`src/rtl/mux_nto1_skid_pkg.sv`:
```
`default_nettype none
// ============================================================================
// Module      : mux_nto1_skid_pkg
// Description : Shared definitions for the N-to-1 selector with skid buffer:
//               handshake state encoding and channel-count limits.
// Revision    : 1.0 - initial release
// ============================================================================
package mux_nto1_skid_pkg;

  // Occupancy of the two holding registers (main, skid).
  typedef enum logic [1:0] {
    EMPTY = 2'd0,   // main empty, skid empty
    FULL  = 2'd1,   // main occupied, skid empty
    SKID  = 2'd2    // main and skid occupied
  } state_t;

  localparam int NUM_IN_MIN = 2;
  localparam int NUM_IN_MAX = 16;

endpackage : mux_nto1_skid_pkg
`default_nettype wire

```
`src/rtl/mux_nto1_comb.sv`:
```
`default_nettype none
// ============================================================================
// Module      : mux_nto1_comb
// Description : Purely combinational indexed select with range check.
//               sel < NUM_IN  -> data = channel sel, err = 0
//               sel >= NUM_IN -> data = RESET_VAL,   err = 1
// Ports       : in_bus [NUM_IN*WIDTH] packed channels (channel k at k*WIDTH)
//               sel    [SEL_W]        channel index
//               data   [WIDTH]        selected value
//               err                   index out of range
// Revision    : 1.0 - initial release
// ============================================================================
module mux_nto1_comb #(
  parameter int               WIDTH     = 32,
  parameter int               NUM_IN    = 4,
  parameter int               SEL_W     = $clog2(NUM_IN),
  parameter logic [WIDTH-1:0] RESET_VAL = '0
) (
  input  logic [NUM_IN*WIDTH-1:0] in_bus,
  input  logic [SEL_W-1:0]        sel,
  output logic [WIDTH-1:0]        data,
  output logic                    err
);

  // Out-of-range selects (only possible when NUM_IN is not a power of two)
  // fall through to the defaults.
  always_comb begin
    data = RESET_VAL;
    err  = 1'b1;
    for (int k = 0; k < NUM_IN; k++) begin
      if (int'(sel) == k) begin
        data = in_bus[k*WIDTH +: WIDTH];
        err  = 1'b0;
      end
    end
  end

endmodule : mux_nto1_comb
`default_nettype wire

```
`src/rtl/mux_nto1_skid.sv`:
```
`default_nettype none
// ============================================================================
// Module      : mux_nto1_skid
// Description : N-to-1 WIDTH-bit selector with registered output, valid/ready
//               handshake on both sides and a one-entry skid buffer so that
//               in_ready is a register, never a combinational function of
//               out_ready.
// Ports       : clk, reset (sync, active-high)
//               in_bus/sel/in_valid/in_ready  producer side
//               flush                         discard all held entries
//               out_data/out_sel/out_err/out_valid/out_ready  consumer side
// Revision    : 1.0 - initial release
// ============================================================================
module mux_nto1_skid
  import mux_nto1_skid_pkg::*;
#(
  parameter int               WIDTH     = 32,
  parameter int               NUM_IN    = 4,
  parameter int               SEL_W     = $clog2(NUM_IN),
  parameter logic [WIDTH-1:0] RESET_VAL = '0
) (
  input  logic                    clk,
  input  logic                    reset,
  input  logic [NUM_IN*WIDTH-1:0] in_bus,
  input  logic [SEL_W-1:0]        sel,
  input  logic                    in_valid,
  output logic                    in_ready,
  input  logic                    flush,
  output logic [WIDTH-1:0]        out_data,
  output logic [SEL_W-1:0]        out_sel,
  output logic                    out_err,
  output logic                    out_valid,
  input  logic                    out_ready
);

  generate
    if (NUM_IN < NUM_IN_MIN || NUM_IN > NUM_IN_MAX) begin : g_bad_num_in
      $fatal(1, "mux_nto1_skid: NUM_IN=%0d outside legal range 2..16", NUM_IN);
    end
  endgenerate

  state_t           r_state;
  logic [WIDTH-1:0] r_skid_data;
  logic [SEL_W-1:0] r_skid_sel;
  logic             r_skid_err;

  logic [WIDTH-1:0] w_sel_data;
  logic             w_sel_err;
  logic             w_accept;
  logic             w_pop;

  mux_nto1_comb #(
    .WIDTH     (WIDTH),
    .NUM_IN    (NUM_IN),
    .SEL_W     (SEL_W),
    .RESET_VAL (RESET_VAL)
  ) u_sel (
    .in_bus (in_bus),
    .sel    (sel),
    .data   (w_sel_data),
    .err    (w_sel_err)
  );

  assign w_accept  = in_valid & in_ready;
  assign w_pop     = out_valid & out_ready;
  assign out_valid = (r_state != EMPTY);

  // Main register (out_*) always holds the oldest entry; the skid register
  // only absorbs the one extra beat accepted while the consumer stalls.
  always_ff @(posedge clk) begin
    if (reset) begin
      r_state     <= EMPTY;
      in_ready    <= 1'b1;
      out_data    <= RESET_VAL;
      out_sel     <= '0;
      out_err     <= 1'b0;
      r_skid_data <= '0;
      r_skid_sel  <= '0;
      r_skid_err  <= 1'b0;
    end else if (flush) begin
      // Output registers keep their contents; only occupancy is dropped.
      r_state  <= EMPTY;
      in_ready <= 1'b1;
    end else begin
      case (r_state)
        EMPTY: begin
          in_ready <= 1'b1;
          if (w_accept) begin
            out_data <= w_sel_data;
            out_sel  <= sel;
            out_err  <= w_sel_err;
            r_state  <= FULL;
          end
        end
        FULL: begin
          in_ready <= 1'b1;
          if (w_accept && w_pop) begin
            out_data <= w_sel_data;
            out_sel  <= sel;
            out_err  <= w_sel_err;
          end else if (w_accept) begin
            r_skid_data <= w_sel_data;
            r_skid_sel  <= sel;
            r_skid_err  <= w_sel_err;
            r_state     <= SKID;
            in_ready    <= 1'b0;
          end else if (w_pop) begin
            r_state <= EMPTY;
          end
        end
        SKID: begin
          // in_ready is low here, so no accept can coincide with the pop.
          if (w_pop) begin
            out_data <= r_skid_data;
            out_sel  <= r_skid_sel;
            out_err  <= r_skid_err;
            r_state  <= FULL;
            in_ready <= 1'b1;
          end else begin
            in_ready <= 1'b0;
          end
        end
        default: begin
          r_state  <= EMPTY;
          in_ready <= 1'b1;
        end
      endcase
    end
  end

endmodule : mux_nto1_skid
`default_nettype wire

```
`config.mk`:
```
export PLATFORM = sky130hd
export DESIGN_NAME = mux_nto1_skid
export DESIGN_NICKNAME = d
export VERILOG_FILES = /design/src/rtl/mux_nto1_skid_pkg.sv /design/src/rtl/mux_nto1_comb.sv /design/src/rtl/mux_nto1_skid.sv
export SDC_FILE = /design/constraint.sdc
export NUM_CORES = 1
export LEC_CHECK = 0
export CORE_ASPECT_RATIO = 0.7
export CORE_MARGIN = 2
export CORE_UTILIZATION = 40
export DETAILED_ROUTE_END_ITERATION = 12
export PLACE_DENSITY = 0.72
export SLEW_MARGIN = 0
export SYNTH_ARGS = -nofsm -noshare
export SYNTH_HDL_FRONTEND = slang
export SYNTH_SLANG_ARGS = --single-unit
export TNS_END_PERCENT = 30
```
`constraint.sdc`:
```
create_clock -name clk -period 2.2 [get_ports clk]
set_clock_uncertainty 0.15 [all_clocks]
set_input_delay 0.44 -clock clk [delete_from_list [all_inputs] [get_ports clk]]
set_output_delay 0.44 -clock clk [all_outputs]
set_load 0.05 [all_outputs]
```
### After elaboration in Yosys (flattened, before gate mapping)

Cells that the tools add are included.

* equal/unequal tests: 10
* muxes and demuxes: 30
* bitwise operators: 4
* reductions and logical operators: 9

Operators by type and width (number)
* 32-bit 2-to-1 mux: 7
* 32-bit case mux with 3 select lines: 1
* 2-bit 2-to-1 mux: 8
* 2-bit case mux with 3 select lines: 2
* 1-bit 2-to-1 mux: 10
* 2-bit inequality test, second input constant: 4
* 4-bit AND reduction: 2
* 2-bit == test, second input constant: 3
* 5-bit AND reduction: 1
* 2-bit by 1-bit == test with 1-bit output, second input constant: 2
* 2-bit logical NOT: 2
* 3-bit inequality test, second input constant: 1
* 1-bit case mux with 3 select lines: 1
* 3-bit nonzero test: 1
* 1-bit bitwise AND: 2
* 1-bit NOT: 2
* 1-bit case mux with 2 select lines: 1
* 2-bit nonzero test: 1
* 2-bit OR reduction: 1
* 1-bit logical AND: 1

* register bits: 73
* output and inout port bits: 37
* word-level logic and storage cells: 61

### Longest topological paths before layout

Gate-level depths: netlist of the first run.

* depth after elaboration: 7
* gate-level depth with buffers: 9
* mapped depth without buffers: 6

### By module

A second synthesis of the first run with hierarchy kept.

* cells, all modules: 386
* area total of the unflattened synthesis: 3915.0 um^2

Modules (own cells, without submodules)
* mux_nto1_skid: seq. area each 1461.4 um^2, times used 1, area each 3089.2 um^2, cells each 345
* mux_nto1_comb: seq. area each 0.0 um^2, times used 1, area each 825.8 um^2, cells each 41

### Least setup slack after synthesis of the first run

OpenSTA, ideal clock, no wires.

* path kind: register to register
* start point: reg in_ready
* end point: reg out_err
* stages on the path, launching flop included: 6
* arrival time: 1859 ps
* slack: 119 ps
* path buffers: 1
* setup time: 72 ps
* required time: 1978 ps
* path through: dfxtp_1 -> and2_4 -> a22oi_2 -> a211oi_4 -> buf_8 -> mux2i_1

* cells in the longest elaborated chain, start to end: 4

RTL lines
* start: declaration: RTL line mux_nto1_skid.sv:27 `output logic in_ready,`
* start signal: assignment: RTL line mux_nto1_skid.sv:73 `in_ready <= 1'b1;`
* start signal: assignment: RTL line mux_nto1_skid.sv:83 `in_ready <= 1'b1;`
* start signal: assignment: RTL line mux_nto1_skid.sv:87 `in_ready <= 1'b1;`
* 1-bit bitwise AND *: RTL line mux_nto1_skid.sv:64 `assign w_accept = in_valid & in_ready;`
* 1-bit logical AND: RTL line mux_nto1_skid.sv:97 `if (w_accept && w_pop) begin`
* 2-bit inequality test (no line)
* 5-bit AND reduction (no line) *
* end signal: assignment: RTL line mux_nto1_skid.sv:91 `out_err <= w_sel_err;`
* end signal: assignment: RTL line mux_nto1_skid.sv:100 `out_err <= w_sel_err;`
* end signal: assignment: RTL line mux_nto1_skid.sv:116 `out_err <= r_skid_err;`
* end: declaration: RTL line mux_nto1_skid.sv:31 `output logic out_err,`

Every way passes the cells marked *; elsewhere a longest branch is shown, timed or not.
A chain may end at the register's enable or synchronous reset.

### Worst setup path after layout of the first run

* start point: reg in_ready
* end point: out in_ready

No word-level cell between the ends.

==> metrics.log, run 1 <==
[metrics] status: finished clean
[metrics] first drt pass iteration count: 4
[metrics] hold path startpoint: r_skid_data[6]$_SDFFE_PP0P_
[metrics] fraction of registers with async set/reset: 0%
[metrics] maximum vdd ir drop: 0.399 mV
[metrics] Initial Util: 41.6%
[metrics] NetSw: 1290 uW
[metrics] Max Root-Sink Buffers: 2
[metrics] number of maximum-capacitance violations: 0
[metrics] instance count of the mapped netlist: 584
[metrics] register-to-register path setup slack: 0.11 ns
[metrics] fmax: 470 MHz
[metrics] number of synthesized flops with an enable pin: 0
[metrics] remaining antenna violation count: 0
[metrics] clock tree from TritonCTS: done
[metrics] Final #Nets: 876
[metrics] startpoint class of the critical path: flop
[metrics] launching point of the worst reg2reg path: r_state[0]$_SDFFE_PP0P_
[metrics] Setup-failing EPs final: 0
[metrics] Min-Delay Path Depth: 2
[metrics] worst min-delay path class: flop to flop
[metrics] drt via density: 5.17
[metrics] slew at the pin closest to its max-slew limit: 0.546 ns
[metrics] cell internal pwr: 3140 uW
[metrics] routability congestion estimate: 0.811
[metrics] Buffers & Inverters on Critical Path: 1
[metrics] number of cells after detailed placement: 879
[metrics] post-route cell area: 0.00694 sq mm
[metrics] endpoint kind of the worst setup timing path: primary output
[metrics] Die Span Y: 94.2 um
[metrics] final-report hold violation count: 0
[metrics] clock transition time at the flip-flop clock pins of the worst setup and hold paths: 0.06 ns
[metrics] # IOs: 172
[metrics] total congestion overflow after global routing: 0
[metrics] TritonCTS buffer count: 9
[metrics] Worst path max stage delay: 0.82 ns
[metrics] fraction of layout cells with a size suffix above 1: 7.28%
[metrics] power density over the cells: 638 mW/mm^2
[metrics] DRC violations left: 0
[metrics] Hold EP: r_skid_data[6]$_SDFFE_PP0P_
[metrics] number of cells on the worst reg-to-reg path: 7
[metrics] area of the mapped netlist: 0.00465 sq mm
[metrics] number of buffer cells added on primary ports: 171
[metrics] routed wirelength normalized by instance count: 15.3 um
[metrics] hold bufs inserted after CTS: 0
[metrics] Gates resized, CTS repair: 0
[metrics] number of global-route vias before repair: 4487
[metrics] cell type contributing the most total cell area after synthesis: dfxtp_1
[metrics] Cell variety after synth: 35
[metrics] final worst-path cycle share: 96.6%
[metrics] total of warnings raised by yosys: 0
[metrics] area enclosed by the die boundary: 0.0125 sq mm
[metrics] required time reported for the critical path endpoint: 1.61 ns
[metrics] Final Slew Violations: 0
[metrics] antenna diode instance count: 0
[metrics] slowest library cell on the worst path: clkdlybuf4s50_1
[metrics] Worst Setup Slack, final: 0.0742 ns
[metrics] top cells by area, synth: dfxtp_1, mux2i_1, nand2_1
[metrics] Avg Synthesized Cell Area: 7.96 sq um
[metrics] total routed wirelength: 13700 um
[metrics] Via Count: 4625
[metrics] final critical delay including setup and external delays: 2.13 ns
[metrics] most common cell in the netlist: nand2_1
[metrics] clock latency on the worst-skew pair: 0.33 ns
[metrics] Synthesized Nets: 723
[metrics] endpoint of the worst-slack reg-to-reg timing path: out_data[25]$_SDFFE_PP0P_
[metrics] site row count: 32
[metrics] worst-case headroom to the max-slew limit: 63.5%
[metrics] number of DRC violations after detailed-routing iteration 0: 308
[metrics] share of synthesized area occupied by flip-flops and latches: 31.4%
[metrics] sequential cell fraction of total power: 32.7%
[metrics] core outline area: 0.0112 sq mm
[metrics] Top Family by Delay on Critical Path: buffers and inverters
[metrics] Chip Width: 133 um
[metrics] Layout area overhead: 49.2%
[metrics] clock power share: 38.8%
[metrics] setup repair bufs after CTS: 0
[metrics] first-pass GRT wire length: 21700 um
[metrics] dpl hpwl: 9770 um
[metrics] post-layout total power: 4430 uW
[metrics] area post-placement: 0.00658 sq mm
[metrics] Primary FF master, synth: dfxtp_1
[metrics] CP arrival: 1.54 ns
[metrics] non-filler cells in the finished layout: 895
[metrics] gr usage total: 21.9%
[metrics] Post-synth top cells: nand2_1, mux2i_1, dfxtp_1, nand2b_1, a21oi_1
[metrics] net switching share of the total power: 29.1%
[metrics] Worst Hold Slack: 0.299 ns
[metrics] buffer type at the clock tree root: clkbuf_16
[metrics] fraction of synthesized cell area taken by the top area cell type: 31.4%
[metrics] Filler Cell Count: 913
[metrics] initial antenna violation count: 0
[metrics] static leakage power: 0.00271 uW
[metrics] register bit count reported by yosys: 73
[metrics] Crit Path Category: flop to primary output
[metrics] Logic pwr share: 28.5%
[metrics] highest net fanout along the worst path: 5
[metrics] CTS H-Tree Depth: 3
[metrics] chain of cells forming the critical path: clkdlybuf4s50_1
[metrics] largest net degree at the start of global routing: 108
[metrics] setup slack after placement: -0.130 ns
[metrics] Clock Sinks: 73
## how the worst max path moves through the flow
stage	end	start	depth (start not counted)
2_1_floorplan	out_err$_SDFFE_PP0P_	in_ready$_SDFF_PP1_	5
3_3_place_gp	out_data[28]$_SDFFE_PP0P_	out_ready	6
3_5_place_dp	out_data[31]$_SDFFE_PP0P_	out_ready	6
4_1_cts	in_ready	in_ready$_SDFF_PP1_	1
5_1_grt	out_data[15]$_SDFFE_PP0P_	r_state[0]$_SDFFE_PP0P_	7
6_report	in_ready	in_ready$_SDFF_PP1_	1
## sequential cells by signal, summed over array words and instances, names as in the netlist
signal	count
in_ready	1
out_sel	2
r_skid_data	32
r_state	2
r_skid_err	1
r_skid_sel	2
out_err	1
out_data	32
## per-layer routing
layer | GRT usage [%] | wire length (um) | share of wire, %
met5 | 0 | 0 | 0
met1 | 27.1 | 5950 | 43
met2 | 37.1 | 6260 | 46
met3 | 6.53 | 1340 | 9.8
met4 | 6.27 | 164 | 1.2
## metrics by stage
stage               util, %   TNS, ns
finish                 62.1         0
global route           62.1  -0.00925
CTS                    62.1         0
detailed placement     58.9     -5.71
global placement       58.9     -3.76
floorplan                 -         0
## final cells by class
cell class / instances / area, sq um / share of cell area [%]
multi-input cells: 427 / 2820 / 40.7
repair buffers: 191 / 1980 / 28.5
flip-flops and latches: 73 / 1460 / 21.1
clock buffers: 10 / 239 / 3.44
well taps: 153 / 191 / 2.76
inverters: 35 / 131 / 1.89
clock inverters: 6 / 114 / 1.64
## cells in the final DEF, fill, tap and decap left out, drive strengths merged, types with 2 or more instances in the layout
| master | count |
|---|---|
| a21oi | 36 |
| a221oi | 32 |
| buf | 27 |
| bufinv | 3 |
| clkbuf | 10 |
| clkdlybuf4s50 | 164 |
| clkinvlp | 2 |
| dfxtp | 73 |
| ha | 4 |
| inv | 36 |
| mux2 | 2 |
| mux2i | 107 |
| nand2 | 135 |
| nand2b | 57 |
| nand3 | 26 |
| nor2 | 7 |
| nor2b | 4 |
| nor3 | 2 |
## power by group through the flow
| stage | combinational (uW) | sequential, uW | clock [uW] |
|---|---|---|---|
| 6_report | 1260 | 1450 | 1720 |
| 3_3_place_gp | 1230 | 1480 | 0 |
| 4_1_cts | 1270 | 1450 | 1740 |
| 5_1_grt | 1340 | 1460 | 1790 |
| 2_1_floorplan | 512 | 1690 | 0 |
| 3_5_place_dp | 1260 | 1480 | 0 |
## cell families (layout without fill, tap and decap cells)
logic type | count (synthesis) | after routing | share of synthesized area, %
simple gates | 235 | 235 | 23.6
mux | 109 | 109 | 23.5
buf+inv | 84 | 242 | 8.29
compound gates | 78 | 78 | 11.9
flops | 73 | 73 | 31.4
fa+ha+maj | 4 | 4 | 1.08
xor+xnor | 1 | 1 | 0.188
(Power assumes the default switching activity.)
==> run 2: changes to the inputs <==
--- a/config.mk
+++ b/config.mk
@@ -9,7 +9,7 @@
 export CORE_MARGIN = 2
 export CORE_UTILIZATION = 40
 export DETAILED_ROUTE_END_ITERATION = 12
-export PLACE_DENSITY = 0.72
+export PLACE_DENSITY = 0.75
 export SLEW_MARGIN = 0
 export SYNTH_ARGS = -nofsm -noshare
 export SYNTH_HDL_FRONTEND = slang
==> constraint.sdc (replaced) <==
create_clock -name clk -period 1.7 [get_ports clk]
set_clock_uncertainty 0.15 [all_clocks]
set_input_delay 0.34 -clock clk [delete_from_list [all_inputs] [get_ports clk]]
set_output_delay 0.34 -clock clk [all_outputs]
set_load 0.05 [all_outputs]
==> run 2 against run 1 <==
The run now ends with negative setup slack left. Non-clock buffer count increased by 27. Cell count grew 3.0%. Global-route usage rose by 1.7 points. Die area unchanged. Largest power group unchanged.
==> metrics.log, run 2 (synthesized netlist as in run 1, its figures left out) <==
[metrics] maximum vdd ir drop: 0.628 mV (+57%)
[metrics] Max Root-Sink Buffers: 2 (unchanged)
[metrics] largest net degree at the start of global routing: 75 (-31%)
[metrics] Layout area overhead: 71.3%
[metrics] largest registers in the final layout: out_data x32, r_skid_data x32
[metrics] number of buffer cells added on primary ports: 171 (unchanged)
[metrics] Initial Util: 41.6% (unchanged)
[metrics] non-filler cells in the finished layout: 922 (+3.0%)
[metrics] initial antenna violation count: 0 (unchanged)
[metrics] worst min-delay path class: flop to flop
[metrics] routability congestion estimate: 0.922 (+14%)
[metrics] Via Count: 5013 (+8.4%)
[metrics] slowest library cell on the worst path: dfxtp_4
[metrics] number of DRC violations after detailed-routing iteration 0: 435 (+41%)
[metrics] chain of cells forming the critical path: inv_4 -> ha_4 -> nor2b_4 -> nand2_4 -> a211oi_4 -> buf_6 -> buf_12 -> mux2i_1
[metrics] dpl hpwl: 10400 um (+6.0%)
[metrics] startpoint class of the critical path: flop
[metrics] drt via density: 5.44 (+5.2%)
[metrics] static leakage power: 0.00314 uW (+16%)
[metrics] core outline area: 0.0112 sq mm (unchanged)
[metrics] Chip Width: 133 um (unchanged)
[metrics] Final #Nets: 904 (+3.2%)
[metrics] worst-case headroom to the max-slew limit: 63.1% (-0.45 points)
[metrics] Final Slew Violations: 0 (unchanged)
[metrics] total routed wirelength: 16500 um (+20%)
[metrics] clock transition time at the flip-flop clock pins of the worst setup and hold paths: 0.05 ns (about the same)
[metrics] number of maximum-capacitance violations: 0 (unchanged)
[metrics] status: complete, but fails checks
[metrics] required time reported for the critical path endpoint: 1.80 ns (+0.19 ns)
[metrics] buffer type at the clock tree root: clkbuf_16
[metrics] CTS H-Tree Depth: 3 (unchanged)
[metrics] site row count: 32 (unchanged)
[metrics] final-report hold violation count: 0 (unchanged)
[metrics] antenna diode instance count: 0 (unchanged)
[metrics] slew at the pin closest to its max-slew limit: 0.553 ns (+0.00736 ns)
[metrics] top library cells by usage in the layout, fill and taps aside: clkdlybuf4s50_1, nand2_1, mux2i_1
[metrics] highest net fanout along the worst path: 9 (+4)
[metrics] commonest non-fill, non-tap cell in the layout: clkdlybuf4s50_1
[metrics] fmax: 499 MHz
[metrics] number of cells after detailed placement: 888 (+1.0%)
[metrics] total congestion overflow after global routing: 0 (unchanged)
[metrics] Setup-failing EPs final: 71 (+71)
[metrics] Worst path max stage delay: 0.40 ns (-0.42 ns)
[metrics] final worst-path cycle share: 118%
[metrics] fraction of layout cells with a size suffix above 1: 21.5% (+14 points)
[metrics] post-route cell area: 0.00796 sq mm (+15%)
[metrics] Crit Path Category: flop to flop
[metrics] Die Span Y: 94.2 um (unchanged)
[metrics] clock latency on the worst-skew pair: 0.34 ns (about the same)
[metrics] endpoint kind of the worst setup timing path: flop
[metrics] setup repair after global routing missed its margin: yes
[metrics] area enclosed by the die boundary: 0.0125 sq mm (unchanged)
[metrics] Total Neg Setup Slack: -11.82 ns (-11.82 ns)
[metrics] remaining antenna violation count: 0 (unchanged)
[metrics] gr usage total: 23.6% (+1.7 points)
[metrics] first-pass GRT wire length: 23100 um (+6.4%)
[metrics] number of global-route vias before repair: 4686 (+4.4%)
[metrics] clock tree from TritonCTS: done
[metrics] DRC violations left: 0 (unchanged)
[metrics] # IOs: 172 (unchanged)
[metrics] TritonCTS buffer count: 9 (unchanged)
[metrics] Worst Setup Slack, final: -0.304 ns (-0.378 ns)
[metrics] routed wirelength normalized by instance count: 17.9 um (+17%)
[metrics] area post-placement: 0.00704 sq mm (+7.0%)
[metrics] setup slack after placement: -0.505 ns (-0.375 ns)
[metrics] final critical delay including setup and external delays: 2.00 ns
[metrics] power density over the cells: 765 mW/mm^2 (+20%)
[metrics] CP arrival: 2.10 ns (+0.56 ns)
[metrics] first drt pass iteration count: 5 (+1)
[metrics] Clock Sinks: 73 (unchanged)
[metrics] Worst Hold Slack: 0.304 ns (+0.00526 ns)
[metrics] failing checks: negative setup slack
## run 2: area by class of cell
| type | count | area, sq um |
|---|---|---|
| clock buffer | 9 | 225 |
| fill | 759 | 3210 |
| multi-input combinational | 428 | 3080 |
| tap | 153 | 191 |
| inverter | 35 | 139 |
| sequential | 73 | 1470 |
| timing repair buffer | 218 | 2750 |
| clock inverter | 6 | 108 |
## run 2: per-stage QoR
step | utilization, % | power (uW)
floorplan | - | 2860
global placement | 63.1 | 3740
detailed placement | 63.1 | 3790
CTS | 68.0 | 6010
global route | 71.3 | 6280
finish | 71.3 | 6090
## run 2: power breakdown
| part | total [uW] | internal [uW] | switching (uW) |
|---|---|---|---|
| clock network | 2150 | 1420 | 733 |
| registers | 1930 | 1810 | 116 |
| logic | 2010 | 1050 | 956 |
| total | 6090 | 4290 | 1810 |
## run 2: final timing paths
path	end	depth (start not counted)	slack [ns]	from
setup / recovery	out_data[14]$_SDFFE_PP0P_	8	-0.30	r_state[0]$_SDFFE_PP0P_
hold reg to reg	r_skid_data[17]$_SDFFE_PP0P_	2	0.30	r_skid_data[17]$_SDFFE_PP0P_
hold / removal	r_skid_data[17]$_SDFFE_PP0P_	2	0.30	r_skid_data[17]$_SDFFE_PP0P_
setup reg to reg	out_data[14]$_SDFFE_PP0P_	8	-0.30	r_state[0]$_SDFFE_PP0P_
## run 2: worst max-delay path: cells and delay by family, from the launching register on
family / cells / cell delay [ns]
compound gates: 1 / 0.25
mux: 1 / 0.26
simple gates: 2 / 0.24
flops: 1 / 0.40
fa+ha+maj: 1 / 0.18
buf+inv: 3 / 0.43
## run 2: timing repair
item                       4_1_cts  5_1_grt
hold buffers                     0        0
setup buffers                    7        2
resized for setup               20       55
pin swaps                       14       22
cloned                           3        7
setup endpoints to repair       72       72
## run 2: layer usage
layer,global-route usage (%),routed length (um)
met5,0,0
met4,7.71,406
met3,7.50,1480
met2,40.4,7820
met1,28.2,6760
==> edit: new RTL, config.mk and constraints of run 1 <==
`WIDTH` is set to 32 in 2 places; all go to 48.
--- a/src/rtl/mux_nto1_comb.sv
+++ b/src/rtl/mux_nto1_comb.sv
@@ -11,7 +11,7 @@
 // Revision    : 1.0 - initial release
 // ============================================================================
 module mux_nto1_comb #(
-  parameter int               WIDTH     = 32,
+  parameter int               WIDTH     = 48,
   parameter int               NUM_IN    = 4,
   parameter int               SEL_W     = $clog2(NUM_IN),
   parameter logic [WIDTH-1:0] RESET_VAL = '0
--- a/src/rtl/mux_nto1_skid.sv
+++ b/src/rtl/mux_nto1_skid.sv
@@ -14,7 +14,7 @@
 module mux_nto1_skid
   import mux_nto1_skid_pkg::*;
 #(
-  parameter int               WIDTH     = 32,
+  parameter int               WIDTH     = 48,
   parameter int               NUM_IN    = 4,
   parameter int               SEL_W     = $clog2(NUM_IN),
   parameter logic [WIDTH-1:0] RESET_VAL = '0
Ports: changed (resized in_bus and out_data); port bits go from 172 to 252. No check against the original RTL was run, so the function may have changed too.
==> edit against run 1 <==
  * Cell area up 43%
  * Total power grew 26%
  * Routed wire length rose by 47%
  * Worst hold slack improved by 0.0020 ns
  * Final cell count up 46%
  * Critical path type unchanged
  * Combinational power up 41%
  * Fmax is 0.39% lower
  * Setup slack worse by 0.0083 ns
  * Sequential cell count grew 32
  * Core utilization decreased by 1.5 points
  * Area after synthesis grew 45%
==> edit: results (changes against run 1) <==
Outcome
  • Result of the run: complete, no violations (unchanged)

STA
  • Final Cycle Share: 0.9701 (was 0.9663)

Finish
  • Share of layout cells above drive strength 1: 0.06308 (was 0.07278)
  • Fill cell count: 1502 (was 913)
  • Top flop regs: out_data (48), r_skid_data (48) (was out_data (32), r_skid_data (32))

Worst setup path
  • Delay of the slowest critical-path stage: 0.84 ns (was 0.82 ns)
  • Worst flop-to-flop path startpoint: r_state[1]$_SDFFE_PP0P_ (was r_state[0]$_SDFFE_PP0P_)
  • R2R Path End: r_skid_data[24]$_SDFFE_PP0P_ (was out_data[25]$_SDFFE_PP0P_)
  • Start point of the critical path: out_sel[0]$_SDFFE_PP0P_ (was in_ready$_SDFF_PP1_)

Global routing
  • Pin count of the biggest net entering global routing: 83 (was 108)
  • All-layer global routing usage: 0.2228 (was 0.2188)
  • Global-route wire length before repair: 32860 um (was 21740 um)
  • Number of global-route vias before repair: 6495 (was 4487)

Placed design
  • Post-Place Cells: 1285 (was 879)
  • DP Worst Slack: -0.2411 ns (was -0.1304 ns)
  • DP Wirelength: 14570 um (was 9770 um)
  • Routability-driven placement congestion ratio: 0.7576 (was 0.8106)
  • Post-placement cell area: 0.009567 mm2 (was 0.006583 mm2)

Synth
  • Adder-Cell Fraction of Synth Area: 0.007427 (was 0.01076)
  • Xor/xnor cell area share of the yosys netlist: 0.001300 (was 0.001884)
  • Synth area leaders: sky130_fd_sc_hd__dfxtp_1 31%, sky130_fd_sc_hd__mux2i_1 23%, sky130_fd_sc_hd__nand2_1 11% (unchanged)
  • Number of nets produced by synthesis: 1049 (was 723)
  • Fraction of the mapped netlist area in compound gates: 0.1147 (was 0.1189)
  • Portion of netlist area occupied by mux cells: 0.2302 (was 0.2352)

Routing
  • Count of TritonRoute iterations in the first routing pass: 5 (was 4)
  • Vias per cell: 5.072 (was 5.168)
  • Routed Wire Length: 20220 um (was 13720 um)
  • Initial drt markers: 300 (was 308)

Power
  • Leakage: 3.839 nW (was 2.712 nW)
  • Worst supply voltage drop on vdd: 371.9 uV (was 399.0 uV)
[edit: changes by cell type in the layout (fill, tap and decap cells not counted), moves of 16 or more]
cell and change:
sky130_fd_sc_hd__mux2i_1 +48, sky130_fd_sc_hd__nand2b_1 +33, sky130_fd_sc_hd__dfxtp_1 +31, sky130_fd_sc_hd__a221oi_1 +16
sky130_fd_sc_hd__inv_1 +16, sky130_fd_sc_hd__a21oi_1 +17, sky130_fd_sc_hd__clkdlybuf4s50_1 +81, sky130_fd_sc_hd__nand2_1 +63
[edit: per-layer routing]
layer  track usage  share of wire
met5             0              0
met2        0.3820           0.45
met3       0.05100          0.073
met4       0.04121         0.0094
met1        0.2904           0.47
[edit: what timing repair did]
| action | in CTS | in global routing |
|---|---|---|
| cloned | 0 | 1 |
| gates resized for setup | 1 | 4 |
| endpoints found under the setup margin | 1 | 92 |
| pin swaps | 0 | 1 |
| buffers inserted | 0 | 2 |
[edit: area by class of cell]
cell class | count | area [um2] | share of cell area
multi-input combinational | 618 | 4049 | 0.4072
timing repair buffer | 289 | 3007 | 0.3024
sequential | 105 | 2103 | 0.2116
tap | 225 | 281.5 | 0.02832
clock buffer | 10 | 229.0 | 0.02303
inverter | 51 | 191.4 | 0.01926
clock inverter | 5 | 81.33 | 0.008180
[edit: tightest hold or removal path, stage by stage (launching register included)]
cell and delay (ns):
sky130_fd_sc_hd__dfxtp_1 0.31, sky130_fd_sc_hd__nand2_1 0.05, sky130_fd_sc_hd__a21oi_1 0.05
[edit: worst min-delay path by stage]
| stage | from | endpoint | slack (ns) | cells after the start |
|---|---|---|---|---|
| after floorplan | r_skid_data[29]$_SDFFE_PP0P_ | r_skid_data[29]$_SDFFE_PP0P_ | 0.28 | 2 |
| after global placement | r_skid_data[5]$_SDFFE_PP0P_ | r_skid_data[5]$_SDFFE_PP0P_ | 0.29 | 2 |
| after detailed placement | r_skid_data[17]$_SDFFE_PP0P_ | r_skid_data[17]$_SDFFE_PP0P_ | 0.29 | 2 |
| after CTS | r_skid_data[47]$_SDFFE_PP0P_ | r_skid_data[47]$_SDFFE_PP0P_ | 0.30 | 2 |
| after global routing | r_skid_data[47]$_SDFFE_PP0P_ | r_skid_data[47]$_SDFFE_PP0P_ | 0.31 | 2 |
| final | r_skid_data[12]$_SDFFE_PP0P_ | r_skid_data[12]$_SDFFE_PP0P_ | 0.30 | 2 |
[edit: power breakdown]
part / total, mW / leakage, nW / internal [mW] / switching (mW)
combinational: 1.78 / 2.84 / 0.861 / 0.922
sequential: 2.06 / 0.854 / 2.01 / 0.0564
clock: 1.71 / 0.149 / 0.993 / 0.719
total: 5.56 / 3.84 / 3.86 / 1.70
